<file path="config.mk">
export PLATFORM = sky130hd
export DESIGN_NAME = adc_serial_emul
export DESIGN_NICKNAME = d
export VERILOG_FILES = /design/src/rtl/adc_serial_emul.sv
export SDC_FILE = /design/constraint.sdc
export NUM_CORES = 1
export LEC_CHECK = 0
export ABC_AREA = 1
export CAP_MARGIN = 20
export CORE_MARGIN = 10
export CORE_UTILIZATION = 51
export CTS_BUF_LIST = sky130_fd_sc_hd__clkbuf_2
export CTS_CLUSTER_DIAMETER = 50
export CTS_CLUSTER_SIZE = 16
export DETAILED_ROUTE_END_ITERATION = 8
export PLACE_DENSITY = 0.8
export SYNTH_ARGS = -nofsm -noshare
export SYNTH_HDL_FRONTEND = slang
export SYNTH_SLANG_ARGS = --single-unit
</file>
<file path="constraint.sdc">
create_clock -name CK50 -period 3.05 [get_ports CK50]
set_input_delay 0.4575 -clock CK50 [delete_from_list [all_inputs] [get_ports CK50]]
set_output_delay 0.4575 -clock CK50 [all_outputs]
set_load 0.005 [all_outputs]
</file>
<file path="src/rtl/adc_serial_emul.sv">
// adc_serial_emul: serialises CHAN parallel WIDTH-bit samples MSB first with bit clock and word frame.
// Latency: MSB on adc_data_p the cycle after LOAD; word = WIDTH*2*DIV cycles plus one LOAD cycle.
// Backpressure: sample_ready strobes once per word; missing sample_valid replays the last word (underrun).
// Optional feature: define ADC_RAMP_EN to add the internal per-lane ramp source selected by ramp_mode.
module adc_serial_emul #(
   parameter int CHAN  = 8,
   parameter int WIDTH = 12,
   parameter int DIV   = 2
) (
   input  logic                  CK50,
   input  logic                  RST_n,
   input  logic                  tx_en,
   input  logic                  ramp_mode,
   input  logic [CHAN*WIDTH-1:0] sample_in,
   input  logic                  sample_valid,
   output logic                  sample_ready,
   output logic [CHAN-1:0]       adc_data_p,
   output logic                  adc_clk,
   output logic                  adc_frame,
   output logic [15:0]           word_cnt,
   output logic                  underrun
);
   localparam int PW = (2*DIV > 2) ? $clog2(2*DIV) : 1;
   localparam int BW = (WIDTH > 2) ? $clog2(WIDTH) : 1;
   localparam logic [PW-1:0] PH_HALF  = PW'(DIV);
   localparam logic [PW-1:0] PH_LAST  = PW'(2*DIV-1);
   localparam logic [BW-1:0] BIT_MSB  = BW'(WIDTH-1);
   localparam logic [BW-1:0] BIT_HALF = BW'(WIDTH/2);

   typedef enum logic [1:0] {S_IDLE, S_LOAD, S_RUN} state_t;

   state_t                state_q, state_d;
   logic [PW-1:0]         ph_q, ph_d;
   logic [BW-1:0]         bit_q, bit_d;
   logic [CHAN*WIDTH-1:0] shift_q, shift_d;
   logic [CHAN*WIDTH-1:0] last_q, last_d;
   logic [CHAN*WIDTH-1:0] new_word;
   logic [CHAN-1:0]       data_q, data_d;
   logic                  frame_q, frame_d;
   logic                  clk_q, clk_d;
   logic [15:0]           cnt_q, cnt_d;
   logic                  underrun_q, underrun_d;
   logic                  use_ramp;
   logic [CHAN*WIDTH-1:0] ramp_word;

`ifdef ADC_RAMP_EN
   logic [WIDTH-1:0] ramp_q, ramp_d;

   assign use_ramp = ramp_mode;

   // Per-lane ramp word: lane i carries ramp + i, wrapping at WIDTH bits.
   always_comb begin
      ramp_word = '0;
      for (int i = 0; i < CHAN; i++) begin
         ramp_word[i*WIDTH +: WIDTH] = ramp_q + WIDTH'(i);
      end
      ramp_d = (state_q == S_LOAD) ? ramp_q + 1'b1 : ramp_q;
   end

   // Ramp base register, advanced once per LOAD cycle.
   always_ff @(posedge CK50) begin
      if (!RST_n) ramp_q <= '0;
      else        ramp_q <= ramp_d;
   end
`else
   logic unused_ramp_mode;
   assign unused_ramp_mode = ramp_mode;
   assign use_ramp         = 1'b0;
   assign ramp_word        = '0;
`endif

   // Next-state and output logic; data/frame are staged so each bit is stable for its full period.
   always_comb begin
      state_d      = state_q;
      ph_d         = ph_q;
      bit_d        = bit_q;
      shift_d      = shift_q;
      last_d       = last_q;
      data_d       = data_q;
      frame_d      = frame_q;
      cnt_d        = cnt_q;
      underrun_d   = underrun_q;
      new_word     = last_q;
      sample_ready = 1'b0;
      case (state_q)
         S_IDLE: begin
            data_d  = '0;
            frame_d = 1'b0;
            if (tx_en) state_d = S_LOAD;
         end
         S_LOAD: begin
            sample_ready = !use_ramp;
            if (use_ramp) begin
               new_word = ramp_word;
            end else if (sample_valid) begin
               new_word = sample_in;
               last_d   = sample_in;
            end else begin
               underrun_d = 1'b1;
            end
            shift_d = new_word;
            ph_d    = '0;
            bit_d   = BIT_MSB;
            for (int i = 0; i < CHAN; i++) begin
               data_d[i] = new_word[i*WIDTH + WIDTH - 1];
            end
            frame_d = 1'b1;
            state_d = S_RUN;
         end
         S_RUN: begin
            if (ph_q == PH_LAST) begin
               ph_d = '0;
               if (bit_q != '0) begin
                  bit_d = bit_q - 1'b1;
                  for (int i = 0; i < CHAN; i++) begin
                     data_d[i] = shift_q[i*WIDTH + int'(bit_d)];
                  end
                  frame_d = (bit_d >= BIT_HALF);
               end else begin
                  cnt_d   = cnt_q + 16'd1;
                  data_d  = '0;
                  frame_d = 1'b0;
                  state_d = tx_en ? S_LOAD : S_IDLE;
               end
            end else begin
               ph_d = ph_q + 1'b1;
            end
         end
         default: state_d = S_IDLE;
      endcase
      clk_d = (state_d == S_RUN) && (ph_d >= PH_HALF);
   end

   // State and datapath registers with synchronous active-low reset.
   always_ff @(posedge CK50) begin
      if (!RST_n) begin
         state_q    <= S_IDLE;
         ph_q       <= '0;
         bit_q      <= '0;
         shift_q    <= '0;
         last_q     <= '0;
         data_q     <= '0;
         frame_q    <= 1'b0;
         clk_q      <= 1'b0;
         cnt_q      <= '0;
         underrun_q <= 1'b0;
      end else begin
         state_q    <= state_d;
         ph_q       <= ph_d;
         bit_q      <= bit_d;
         shift_q    <= shift_d;
         last_q     <= last_d;
         data_q     <= data_d;
         frame_q    <= frame_d;
         clk_q      <= clk_d;
         cnt_q      <= cnt_d;
         underrun_q <= underrun_d;
      end
   end

   assign adc_data_p = data_q;
   assign adc_clk    = clk_q;
   assign adc_frame  = frame_q;
   assign word_cnt   = cnt_q;
   assign underrun   = underrun_q;

endmodule

</file>
# Word-level counts from Yosys, hierarchy flattened
# Cells that the tools add are included.
# totals
regBits	131
in_bits	101
output_inout_bits	28
elab_cells	89
# op_classes
addsub	10
order_cmp	10
n_eq_ne	6
n_mux	41
bitwise_logic	2
n_reduce_logical	10
# op_table
op	n
two-way mux 96 bit	1
binary-select mux 1 bit (select 7 bit)	7
less-than comparator 7 x 8 -> 1 bit (second input constant)	3
one-hot mux 8 bit (3 select lines)	1
adder 6 x 4 -> 7 bit (first input constant)	3
two-way mux 1 bit	19
adder 16 x 1 -> 16 bit (second input constant)	1
adder 7 x 4 -> 8 bit (first input constant)	2
less-than comparator 8 bit (second input constant)	2
two-way mux 8 bit	2
less-than comparator 4 x 8 -> 1 bit (second input constant)	1
less-than comparator 5 x 8 -> 1 bit (second input constant)	1
less-than comparator 6 x 8 -> 1 bit (second input constant)	1
two-way mux 2 bit	4
two-way mux 4 bit	2
one-hot mux 4 bit (2 select lines)	1
adder 5 x 4 -> 6 bit (first input constant)	1
== test 2 bit (second input constant)	3
one-hot mux 2 bit (3 select lines)	1
AND reduction 2 bit	3
AND reduction 3 bit	2
adder 4 x 4 -> 5 bit (first input constant)	1
binary-select mux 1 bit (select 4 bit)	1
>= comparator 4 x 3 -> 1 bit (second input constant)	1
other kinds (13)	15

# Logic depth before layout (Yosys ltp)
# depth
ltp_word	8
mapped_depth	19
mapped_depth_nobuf	16

# Worst setup path before layout
# No wires, ideal clock.
# synth_path
path_type	flip-flop to flip-flop
start	register bit_q[0]
end	register data_q[5] (netlist: adc_data_p[5])
setup_time_ns	0.132
t_arrival_ns	2.208
required_ns	2.918
path_slack_ns	0.710
path_stages_with_launch	20
n_path_buf	3
synth_period_minus_slack_ns	2.340
path_cell_list	dfxtp_1 inv_2 buf_4 buf_2 ha_1 inv_1 nand2_1 nand2_1 inv_1 buf_6 ha_1 inv_1 nand2_1 nand3_1 nand2_1 nand2_1 nand2_1 nand2_1 nand2_1 a21oi_1
# synth_between
elab_chain_len	8
elab_cells_between_ends	9
classes_between	add/sub (2); mux (6); reduce/logical (1)
# synth_lines
element	line_no	source
from (decl)	34	logic [BW-1:0] bit_q, bit_d;
from (signal assigned)	150	bit_q <= bit_d;
subtractor 4 x 1 -> 4 bit	114	bit_d = bit_q - 1'b1;
adder 6 x 4 -> 7 bit	116	data_d[i] = shift_q[i*WIDTH + int'(bit_d)];
binary-select mux 1 bit (select 7 bit)	116	
two-way mux 1 bit (not written as such) (2 in a row)	116	
two-way mux 8 bit *	113	if (bit_q != '0) begin
two-way mux 8 bit *	111	if (ph_q == PH_LAST) begin
one-hot mux 8 bit (3 select lines) *	85	case (state_q)
to (signal assigned)	153	data_q <= data_d;
to (decl)	38	logic [CHAN-1:0] data_q, data_d;
# Every way passes the cells marked *; elsewhere a longest branch is shown, timed or not. The select of a mux whose other input is x is not followed.
# A chain may end at the register's enable or synchronous reset.

# Final worst setup path
# layout_path
start	register state_q[0]
end	output sample_ready
# layout_between
elab_chain_len	2
# layout_lines
element	line_no	source
from (decl)	32	state_t state_q, state_d;
from (signal assigned)	148	state_q <= state_d;
== test 2 x 1 -> 1 bit	85	
two-way mux 1 bit	85	
to (decl)	16	output logic sample_ready,
# Every way passes these cells.

==> metrics.cfg <==
[global_routing]
grt_max_degree = 123
overflow = 0
grt_pass1_vias = 5832
track_usage = 0.206
grt_pass1_wl_mm = 28.2
antenna_found_initial = 0

[route]
postRouteAntennaNets = 0
routed_wl_mm = 17.1
num_vias = 6090
routedWlPerCell_um = 14.7
drc = 0
drt_first_iter_violations = 474
dr.pass1.iters = 5
vias_per_cell = 5.23

[cts]
clk_pin_slew_ns = 0.16
cts_max_path_buffers = 2
cts-hold-fix-buffers = 0
clock_latency_ns = 0.71
cts_resized = 0
numCtsBuffers = 17
cts_tree = built
htreeDepth = 4
clockRootBuffer = clkbuf_2
cts_sinks = 131
cts_setup_buffers = 0

[setup_path]
crit_required_ns = 2.59
rrSetupSlack_ns = 0.57
critPathLaunchType = flop
path_max_fanout = 6
end_kind = output port
critPathKind = reg2out
worstPathArrival_ns = 2.07

[yosys]
yosys_warnings = 0
synth_seq_cells = 131
synth_cell_types = 39
yosys.area.top_type = dfxtp_1
dominantRegCellSynth = dfxtp_1
netlist_top_cells_area = dfxtp_1, nand2_1, o21ai_0
syn-num-nets = 1011
syn_inst = 900
yosysTopAreaCellShare = 0.421
synth_edf_count = 0
synthArstFlopShare = 0
synth_area_um2 = 6230
avgSynthCellArea_um2 = 6.92
synth_seq_area_share = 0.421

[cells_and_area]
areaGrowthSynthToFinish_pct = 23.5
fillCellCount = 1096
final_nets = 1115
seq_area_um2 = 2620
multi_input_area_um2 = 3070
drive_gt1_frac = 0.0551

[power]
peakVddDrop_uv = 224
powerDensity_nw_per_um2 = 507
p_leak_nw = 3.02

[placed_design]
numPortBuffers = 127
hpwlAfterDp_mm = 12.1
place.gp.congestion = 0.873

[floorplan]
dieArea_um2 = 17000
start_util = 0.521
die_w_um = 130
num_io_pins = 129
die_y_um = 130
rows = 40
coreArea_um2 = 12000

[sta]
rsz0062_at_grt = no
finalSetupViolations = 0
min_period_ns = 2.52
final.period_utilization = 0.828
fmax_mhz = 396
worstMarginPinSlew_ns = 0.997
whs_ns = 0.222
slew_violations = 0
fin_setup_tns_ns = 0
relSlewSlack = 0.335
final_hold_viol_count = 0
skew_ns = 0.0297

[job]
drv_cap = 0

[status]
outcome = completed

[min_path]
hold_path.class = in2reg

[cells in the mapped netlist, types with 2 or more instances]
master    number
nand2_1      188
dfxtp_1      131
nor2_1       123
o21ai_0      109
a21oi_1       79
nand3_1       71
inv_1         67
clkbuf_1      24
buf_2         14
ha_1          10
a22oi_1        9
buf_4          8
nor3_1         8
o211ai_1       8
o21ai_1        6
nand4_1        5
nor2_2         4
buf_1          3
buf_6          3
inv_2          3
a211oi_1       2
a221oi_1       2
and3_1         2
clkinv_1       2
nand3_2        2
nor2_4         2
or2_1          2
xnor2_1        2
[per-stage QoR]
stage / setup slack, ns / instances / area [µm²] / total power [W] / util
3_5_place_dp: 0.615 / 1132 / 7510 / 0.00305 / 0.628
3_3_place_gp: 0.647 / 1131 / 7490 / 0.00303 / 0.626
4_1_cts: 0.448 / 1163 / 7690 / 0.00391 / 0.643
6_report: 0.526 / 1164 / 7690 / 0.00390 / 0.643
2_1_floorplan: 0.710 / 900 / 6230 / 0.00271 / -
5_1_grt: 0.357 / 1163 / 7690 / 0.00416 / 0.643
[cell usage in the layout (no fill, tap or decap), types with 2 or more instances in the layout]
| cell type | n |
|---|---|
| nand2_1 | 187 |
| dfxtp_1 | 130 |
| clkdlybuf4s50_1 | 126 |
| nor2_1 | 123 |
| o21ai_0 | 109 |
| a21oi_1 | 79 |
| nand3_1 | 71 |
| inv_1 | 67 |
| clkbuf_2 | 21 |
| ha_1 | 10 |
| a22oi_1 | 9 |
| buf_4 | 9 |
| nor3_1 | 8 |
| clkinv_1 | 8 |
| o211ai_1 | 8 |
| o21ai_1 | 6 |
| nand4_1 | 5 |
| nor2_2 | 4 |
| clkinv_2 | 4 |
| inv_2 | 3 |
| nand3_2 | 2 |
| xnor2_1 | 2 |
| nand2_4 | 2 |
| nor2_4 | 2 |
| or2_1 | 2 |
| and3_1 | 2 |
| a221oi_1 | 2 |
| a211oi_1 | 2 |
[power by group]
group	internal [W]	total [W]	leakage, nW	switching [W]
Combinational	0.000442	0.00115	1.83	0.000712
Clock	0.000282	0.000869	0.123	0.000586
Sequential	0.00182	0.00188	1.07	0.0000544
Total	0.00255	0.00390	3.02	0.00135
[cells by family (layout without fill, tap and decap cells)]
kind of cell	count (synthesis)	in the layout	synth area share
AND/OR/NAND/NOR	415	415	0.285
AO/OA/AOI/OAI	216	216	0.183
flip-flops	131	131	0.421
buffers and inverters	125	241	0.0868
adder cells (fa/ha/maj)	10	10	0.0201
XOR/XNOR	3	3	0.00422
other	0	1	0
[layer usage]
layer  track usage  routed length [µm]  vias to the layer above
met5             0                   0                        -
met4        0.0824                 378                        0
met3        0.0608                1230                       27
met2         0.318                7550                      192
met1         0.265                7920                     2708
li1              -                   -                     3163
[state kept, by name, summed over array words and instances, names as in the netlist, named ones only]
register	count
adc_clk	1
adc_frame	1
ph_q	1
underrun	1
adc_data_p	8
state_q	2
word_cnt	16
last_q	96
bit_q	4
[final timing paths]
path                           startpoint                    endpoint  cells after the start
setup / recovery    state_q[0]$_SDFF_PN0_                sample_ready                      2
hold reg to reg   last_q[21]$_SDFFE_PN0P_     last_q[21]$_SDFFE_PN0P_                      2
setup reg to reg    bit_q[0]$_SDFFE_PN0P_  adc_data_p[1]$_SDFFE_PN0P_                     16
hold / removal                      RST_n   word_cnt[12]$_SDFFE_PN0P_                      3
[critical path: stages (launching register included)]
cell and delay, ns:
dfxtp_1 0.45, ha_1 0.36, clkdlybuf4s50_1 0.57
[layout make-up]
class / count / area share
multi-input combinational: 644 / 0.399
sequential: 131 / 0.341
timing repair buffer: 137 / 0.177
inverter: 73 / 0.0358
tap: 147 / 0.0239
clock buffer: 21 / 0.0137
clock inverter: 10 / 0.00879
antenna: 1 / 0.000325
No activity file was read; power rests on OpenSTA's default activity.
